File: src/rtl/count7_pkg.sv
// Shared widths and constants for the count7 counter family.
package count7_pkg;
  localparam int unsigned CNT_W = 3;
  localparam int unsigned CNT_MAX = 6;
  localparam logic [CNT_W-1:0] CNT_ZERO = 3'd0;
endpackage

File: src/rtl/count7_dn_next.sv
// Next-count and load-clamp logic for count7_dn; purely combinational.
// Define COUNT7_DN_STOP_EN for one-shot mode (hold at zero instead of wrapping).
module count7_dn_next
  import count7_pkg::*;
#(
  parameter int unsigned TOP = CNT_MAX
) (
  input  logic [CNT_W-1:0] cnt,
  input  logic             en,
  input  logic             load,
  input  logic [CNT_W-1:0] din,
  output logic [CNT_W-1:0] cnt_next,
  output logic             dec_to_zero
);

  localparam logic [CNT_W-1:0] TopVal = CNT_W'(TOP);

  always_comb begin
    cnt_next    = cnt;
    dec_to_zero = 1'b0;
    if (load) begin
      // Out-of-range loads clamp to TOP so 7 can never be stored.
      cnt_next = (din > TopVal) ? TopVal : din;
    end else if (en) begin
      dec_to_zero = (cnt == 3'd1);
      if (cnt != CNT_ZERO) begin
        cnt_next = cnt - 3'd1;
      end else begin
`ifdef COUNT7_DN_STOP_EN
        cnt_next = CNT_ZERO;
`else
        cnt_next = TopVal;
`endif
      end
    end
  end

endmodule

File: src/rtl/count7_dn.sv
// Mod-(TOP+1) down counter with load, cascade borrow and terminal-count pulse.
// Define COUNT7_DN_STOP_EN for one-shot mode: counter parks at zero, BO stays low.
module count7_dn
  import count7_pkg::*;
#(
  parameter int unsigned TOP = CNT_MAX
) (
  input  logic             clk,
  input  logic             rst,
  input  logic             en,
  input  logic             load,
  input  logic [CNT_W-1:0] din,
  output logic [CNT_W-1:0] CNT,
  output logic             BO,
  output logic             TC
);

  generate
    if (TOP < 1 || TOP > CNT_MAX) begin : g_bad_top
      $error("count7_dn: TOP must be in 1..6");
    end
  endgenerate

  localparam logic [CNT_W-1:0] TopVal = CNT_W'(TOP);

  logic [CNT_W-1:0] cnt_next;
  logic             dec_to_zero;

  count7_dn_next #(
    .TOP(TOP)
  ) u_next (
    .cnt        (CNT),
    .en         (en),
    .load       (load),
    .din        (din),
    .cnt_next   (cnt_next),
    .dec_to_zero(dec_to_zero)
  );

  always_ff @(posedge clk) begin
    if (rst) begin
      CNT <= TopVal;
      TC  <= 1'b0;
    end else begin
      CNT <= cnt_next;
      TC  <= dec_to_zero;
    end
  end

`ifdef COUNT7_DN_STOP_EN
  assign BO = 1'b0;
`else
  assign BO = en & ~load & (CNT == CNT_ZERO);
`endif

endmodule

File: config.mk
export PLATFORM = sky130hd
export DESIGN_NAME = count7_dn
export DESIGN_NICKNAME = d
export VERILOG_FILES = /design/src/rtl/count7_pkg.sv /design/src/rtl/count7_dn_next.sv /design/src/rtl/count7_dn.sv
export SDC_FILE = /design/constraint.sdc
export NUM_CORES = 1
export LEC_CHECK = 0
export ABC_CLOCK_PERIOD_IN_PS = 1900
export CELL_PAD_IN_SITES_DETAIL_PLACEMENT = 0
export CELL_PAD_IN_SITES_GLOBAL_PLACEMENT = 1
export CORE_AREA = 2 2 39 41
export DETAILED_ROUTE_END_ITERATION = 10
export DIE_AREA = 0 0 41 43
export GPL_TIMING_DRIVEN = 0
export PLACE_DENSITY = 0.65
export SKIP_CTS_REPAIR_TIMING = 1
export SLEW_MARGIN = 20
export SYNTH_ARGS = -nofsm -noshare
export SYNTH_HDL_FRONTEND = slang
export SYNTH_HIERARCHICAL = 1
export SYNTH_SLANG_ARGS = --single-unit
File: constraint.sdc
create_clock -name clk -period 1.9 [get_ports clk]
set_input_delay 0.57 -clock clk [delete_from_list [all_inputs] [get_ports clk]]
set_output_delay 0.57 -clock clk [all_outputs]
set_load 0.02 [all_outputs]
==> results of run 1 <==
==> cell type report <==
cell class,instances,area (um2),share of cell area (%)
repair buffers,11,105,26.3
flip-flops and latches,4,80.1,20.1
clock buffers,3,22.5,5.64
multi-input cells,23,160,40.1
well taps,16,20.0,5.02
inverters,3,11.3,2.82
==> flip-flops by register name (all words and copies together) (netlist names) <==
register and flops:
CNT 3, TC 1
==> worst max-delay path: stages <==
cell and delay [ns]:
clkbuf_2 0.14, nor4_1 0.22, and2_1 0.16, clkbuf_2 0.16
==> kinds of logic (layout without fill, tap and decap cells) <==
logic type               after synthesis  in the layout
AND/OR/NAND/NOR                       14             14
AO/OA/AOI/OAI                          5              5
flip-flops                             4              4
adder cells (fa/ha/maj)                3              3
buffers and inverters                  3             17
multiplexers                           1              1
==> cell usage after synthesis, drive strengths merged <==
cell,n
a21oi,1
inv,3
a211oi,1
nor2b,3
or2,2
dfxtp,4
ha,3
o21ai,3
mux2,1
nor2,1
nor4,1
and2,1
nand2,5
nor4bb,1
==> power groups by stage <==
stage          registers [mW]  clock network [mW]  logic (mW)
3_3_place_gp           0.0981                   0      0.0651
5_1_grt                0.0981               0.120      0.0715
6_report               0.0961               0.106      0.0637
4_1_cts                0.0965               0.113      0.0672
2_1_floorplan           0.103                   0      0.0269
3_5_place_dp           0.0980                   0      0.0666
==> layer usage <==
| layer | GRT usage (%) | up-vias | part of all wire (%) |
|---|---|---|---|
| met1 | 12.2 | 104 | 44 |
| met5 | 0 | - | 0 |
| met2 | 10.9 | 8 | 49 |
| met3 | 1.57 | 0 | 7.3 |
| met4 | 10.0 | 0 | 0 |
| li1 | - | 129 | - |
==> worst max path at each step <==
| stage | from | endpoint | slack, ns | cells past startpoint |
|---|---|---|---|---|
| CTS | load | BO | -0.86 | 4 |
| floorplan | load | BO | 0.28 | 2 |
| global placement | load | BO | -0.85 | 4 |
| finish | load | BO | 0.07 | 4 |
| detailed placement | load | BO | -0.84 | 4 |
| global route | load | BO | 0.002 | 4 |
==> stage by stage <==
step / setup slack (ns) / power [mW] / hold slack, ns
final: 0.0716 / 0.266 / 0.608
after global routing: 0.00238 / 0.290 / 0.687
after CTS: -0.859 / 0.277 / 0.617
after detailed placement: -0.843 / 0.165 / 0.612
after global placement: -0.850 / 0.163 / 0.609
after floorplan: 0.284 / 0.130 / 0.642
==> results.yml, run 1 <==
floorplanning:
  start_util_pct: 18.2
  fp.dieArea_um2: 1760
  die_y_um: 43
  die_w_um: 41
  core_um2: 1380
  io_pins: 12
  rows: 14
power:
  ir_drop_v: 0.000217
  pwr-share-comb_pct: 24.0
  power.density_nw_per_um2: 665
  power.share.clock_pct: 39.8
  intPower_uw: 196
  leakagePower_nw: 0.205
  netSwitchingFraction_pct: 26.2
  p_switching_uw: 69.4
  power_frac_seq_pct: 36.2
synthesis:
  ys_types: 15
  synth_xor_area_share_pct: 0
  synthTopCellsByArea: "dfxtp_1 32%, ha_1 15%, nand2_1 7.5%"
  synth_compound_area_share_pct: 12.4
  ys_warn_count: 6
  syn_nets: 40
  synthMuxAreaShare_pct: 5.97
  syn_inst: 30
  yosysTopAreaCell: "dfxtp_1"
  synth-simple-area-share_pct: 30.3
  syn_area_per_cell_um2: 8.38
  synth_top_family_by_area: "simple AND/OR/NAND/NOR gates"
  yosysTopAreaCellShare_pct: 31.8
  synth_area_um2: 251
  ys_seq_area_share_pct: 31.8
  yosys.area_share.adder_pct: 14.9
  synth-seq-cells: 4
clocking:
  cts_sinks: 4
  cts_buffers: 3
  cts_buffer_depth: 2
  cts_tree: "built"
  cts_root_buf: "clkbuf_4"
  clk_pin_slew_worst_paths_ns: 0.04
  worstSkewPairLatency_ns: 0.23
  h-tree-depth: 1
worst_setup_path:
  path_class: "primary input to output pin"
  endpoint_kind: "output pin"
  cp-start-kind: "primary input"
  required_ns: 1.33
  critPathArrivalTime_ns: 1.26
  reg2reg_to: "CNT[2]$_SDFF_PP1_"
  reg2reg_slack_ns: 0.38
  worstRegToRegCells: 6
  critPathMaxFanout: 8
  r2r-start: "CNT[0]$_SDFF_PP0_"
min_path:
  holdPathStages: 2
  hp-start: "CNT[2]$_SDFF_PP1_"
  whs_endpoint: "TC$_SDFF_PP0_"
  hold_class: "flip-flop to flip-flop"
finish:
  final_layout_size_suffix_gt1_share_pct: 20.5
  fillCellCount: 167
  final_cells: 60
  utilization_pct: 28.8
  mostFrequentLayoutCells: "7 x clkdlybuf4s50_1, 5 x nand2_1, 4 x dfxtp_1"
  final_nets: 56
  final_cell_area_um2: 399
  diodes: 0
  synthToLayoutAreaGrowth_pct: 58.7
  layout_commonest_cell: "clkdlybuf4s50_1"
sta:
  fin_setup_tns_ns: 0
  fin_crit_sh_pct: 96.2
  setup_viol_count_final: 0
  rsz0062_at_grt: "no"
  hold_viol: 0
  relSlewSlack_pct: 85.0
  skew_ns: 0.00505
  slew_violations: 0
  worstMarginPinSlew_ns: 0.222
  fin_crit_ns: 1.83
  fmax_mhz: 547
drt:
  wire_per_inst_um: 9.85
  drt_pre_antenna_iters: 3
  final_antenna_net_count: 0
  drc: 0
  wirelength_um: 591
  first_iter_violations: 4
  vias: 241
  viasPerCell: 4.02
flow_run:
  cap_viol_max_count: 0
place:
  gp_congestion: 0.693
  dp_cells: 57
  place_hpwl_um: 462
  port_buffers: 11
  placed_area_um2: 382
grt:
  grt_start_max_net_pins: 9
  grt_pass1_vias: 258
  grt_pass1_wl_um: 1020
  grt_antenna_before_repair: 0
  globalRouteOverflowTotal: 0
  grt_use_total_pct: 9.14
outcome:
  status: "finished, final reports clean"
Power figures use the tool's default switching activity.
==> inputs of run 2 (changes only) <==
ABC_CLOCK_PERIOD_IN_PS = 2150   (was 1900)
CTS_BUF_LIST = sky130_fd_sc_hd__clkbuf_16   (was unset)
clock period = 2.15 ns   (was 1.9 ns; I/O delays follow)
==> results.yml, run 2 (same netlist as run 1, synthesis figures left out) <==
outcome:
  status: "finished, final reports clean"
drt:
  wirelength_um: 635
  drc: 0
  wire_per_inst_um: 10.6
  drt_pre_antenna_iters: 4
  final_antenna_net_count: 0
  vias: 250
  first_iter_violations: 1
  viasPerCell: 4.17
grt:
  globalRouteOverflowTotal: 0
  grt_start_max_net_pins: 9
  grt_pass1_wl_um: 1080
  grt_use_total_pct: 9.94
  grt_busiest_layer: "met1"
  grtUsageMet1_pct: 12.9
  grt.met3_usage_pct: 3.14
  grt_pass1_vias: 273
  use_met2_pct: 11.9
  grt_antenna_before_repair: 0
finish:
  reg.largest.list: "CNT: 3 flops, TC: 1 flops"
  mostFrequentLayoutCells: "8 x clkdlybuf4s50_1, 5 x nand2_1, 4 x dfxtp_1"
  multi_input_area_um2: 160
  largest_reg_flops: 3
  diodes: 0
  synthToLayoutAreaGrowth_pct: 81.6
  final_nets: 56
  layout_commonest_cell: "clkdlybuf4s50_1"
  fillCellCount: 159
  largest-register: "CNT"
  ff_latch_area_um2: 80.1
  final_layout_size_suffix_gt1_share_pct: 18.2
worst_setup_path:
  required_ns: 1.50
  reg2reg_slack_ns: 0.61
  r2r-start: "CNT[0]$_SDFF_PP0_"
  reg2reg_to: "CNT[2]$_SDFF_PP1_"
  critPathArrivalTime_ns: 1.40
  endpoint_kind: "output pin"
  worstRegToRegCells: 6
  path_class: "primary input to output pin"
  critPathMaxFanout: 8
  cp-start-kind: "primary input"
clocking:
  worstSkewPairLatency_ns: 0.22
  clk_pin_slew_worst_paths_ns: 0.03
  cts_root_buf: "clkbuf_16"
  cts_sinks: 4
  cts_buffer_depth: 2
  cts_tree: "built"
  cts_buffers: 3
  h-tree-depth: 1
place:
  port_buffers: 11
  pre_cts_ws_ns: -0.743
  place_hpwl_um: 462
  gp_congestion: 0.693
min_path:
  hold_class: "flip-flop to flip-flop"
  whs_endpoint: "TC$_SDFF_PP0_"
  holdPathStages: 2
  hp-start: "CNT[2]$_SDFF_PP1_"
sta:
  fin_crit_ns: 2.05
  worst_slack_ns: 0.103
  fmax_mhz: 489
  worstMarginPinSlew_ns: 0.284
  skew_ns: 0.00345
  fin_crit_sh_pct: 95.2
  rsz0062_at_grt: "no"
  setup_viol_count_final: 0
  slew_violations: 0
  hold_viol: 0
  holdWs_ns: 0.606
  relSlewSlack_pct: 81.1
floorplanning:
  fp.dieArea_um2: 1760
  io_pins: 12
  core_um2: 1380
  die_w_um: 41
  die_y_um: 43
  rows: 14
  start_util_pct: 18.2
flow_run:
  cap_viol_max_count: 0
power:
  leakagePower_nw: 0.224
  ir_drop_v: 0.000301
  power.density_nw_per_um2: 945
[run 2: cell count changes in the layout (fill, tap and decap cells not counted)]
cell	previous run	this run
clkbuf_16	0	3
clkbuf_4	3	0
clkbuf_2	2	1
clkdlybuf4s50_1	7	8
[run 2: how the worst max path moves through the flow]
stage	cells after the start	slack, ns	end	start
2_1_floorplan	2	0.38	BO	load
3_3_place_gp	4	-0.75	BO	load
3_5_place_dp	4	-0.74	BO	load
4_1_cts	4	-0.76	BO	load
5_1_grt	4	0.03	BO	load
6_report	4	0.10	BO	load
[run 2: final cells by class]
type                       count  area share (%)
tap                           16            4.38
sequential                     4            17.5
inverter                       3            2.47
timing repair buffer          11            24.1
multi-input combinational     23            35.1
clock buffer                   3            16.4
[run 2: routing by layer]
metal	vias up	share of wire [%]
met5	-	0
met4	0	0
met3	0	7.1
met2	10	46
met1	111	47
li1	129	-
[run 2: power by group]
part | switching [mW] | leakage (nW) | internal [mW]
clock | 0.0508 | 0.0370 | 0.237
sequential | 0.00571 | 0.0331 | 0.0796
combinational | 0.0255 | 0.153 | 0.0325
total | 0.0820 | 0.224 | 0.350
[run 2: critical path, stage by stage]
cell and delay, ns:
dlymetal6s2s_1 0.20, nor4_1 0.24, and2_1 0.16, clkbuf_2 0.16
[run 2: stage by stage]
step	total power [mW]	cells	area, um2	utilization [%]	setup TNS [ns]
floorplan	0.115	30	251	-	0
global placement	0.144	57	382	27.6	-0.750
detailed placement	0.145	57	382	27.6	-0.743
CTS	0.440	60	457	33.0	-0.760
global route	0.453	60	457	33.0	0
finish	0.432	60	457	33.0	0
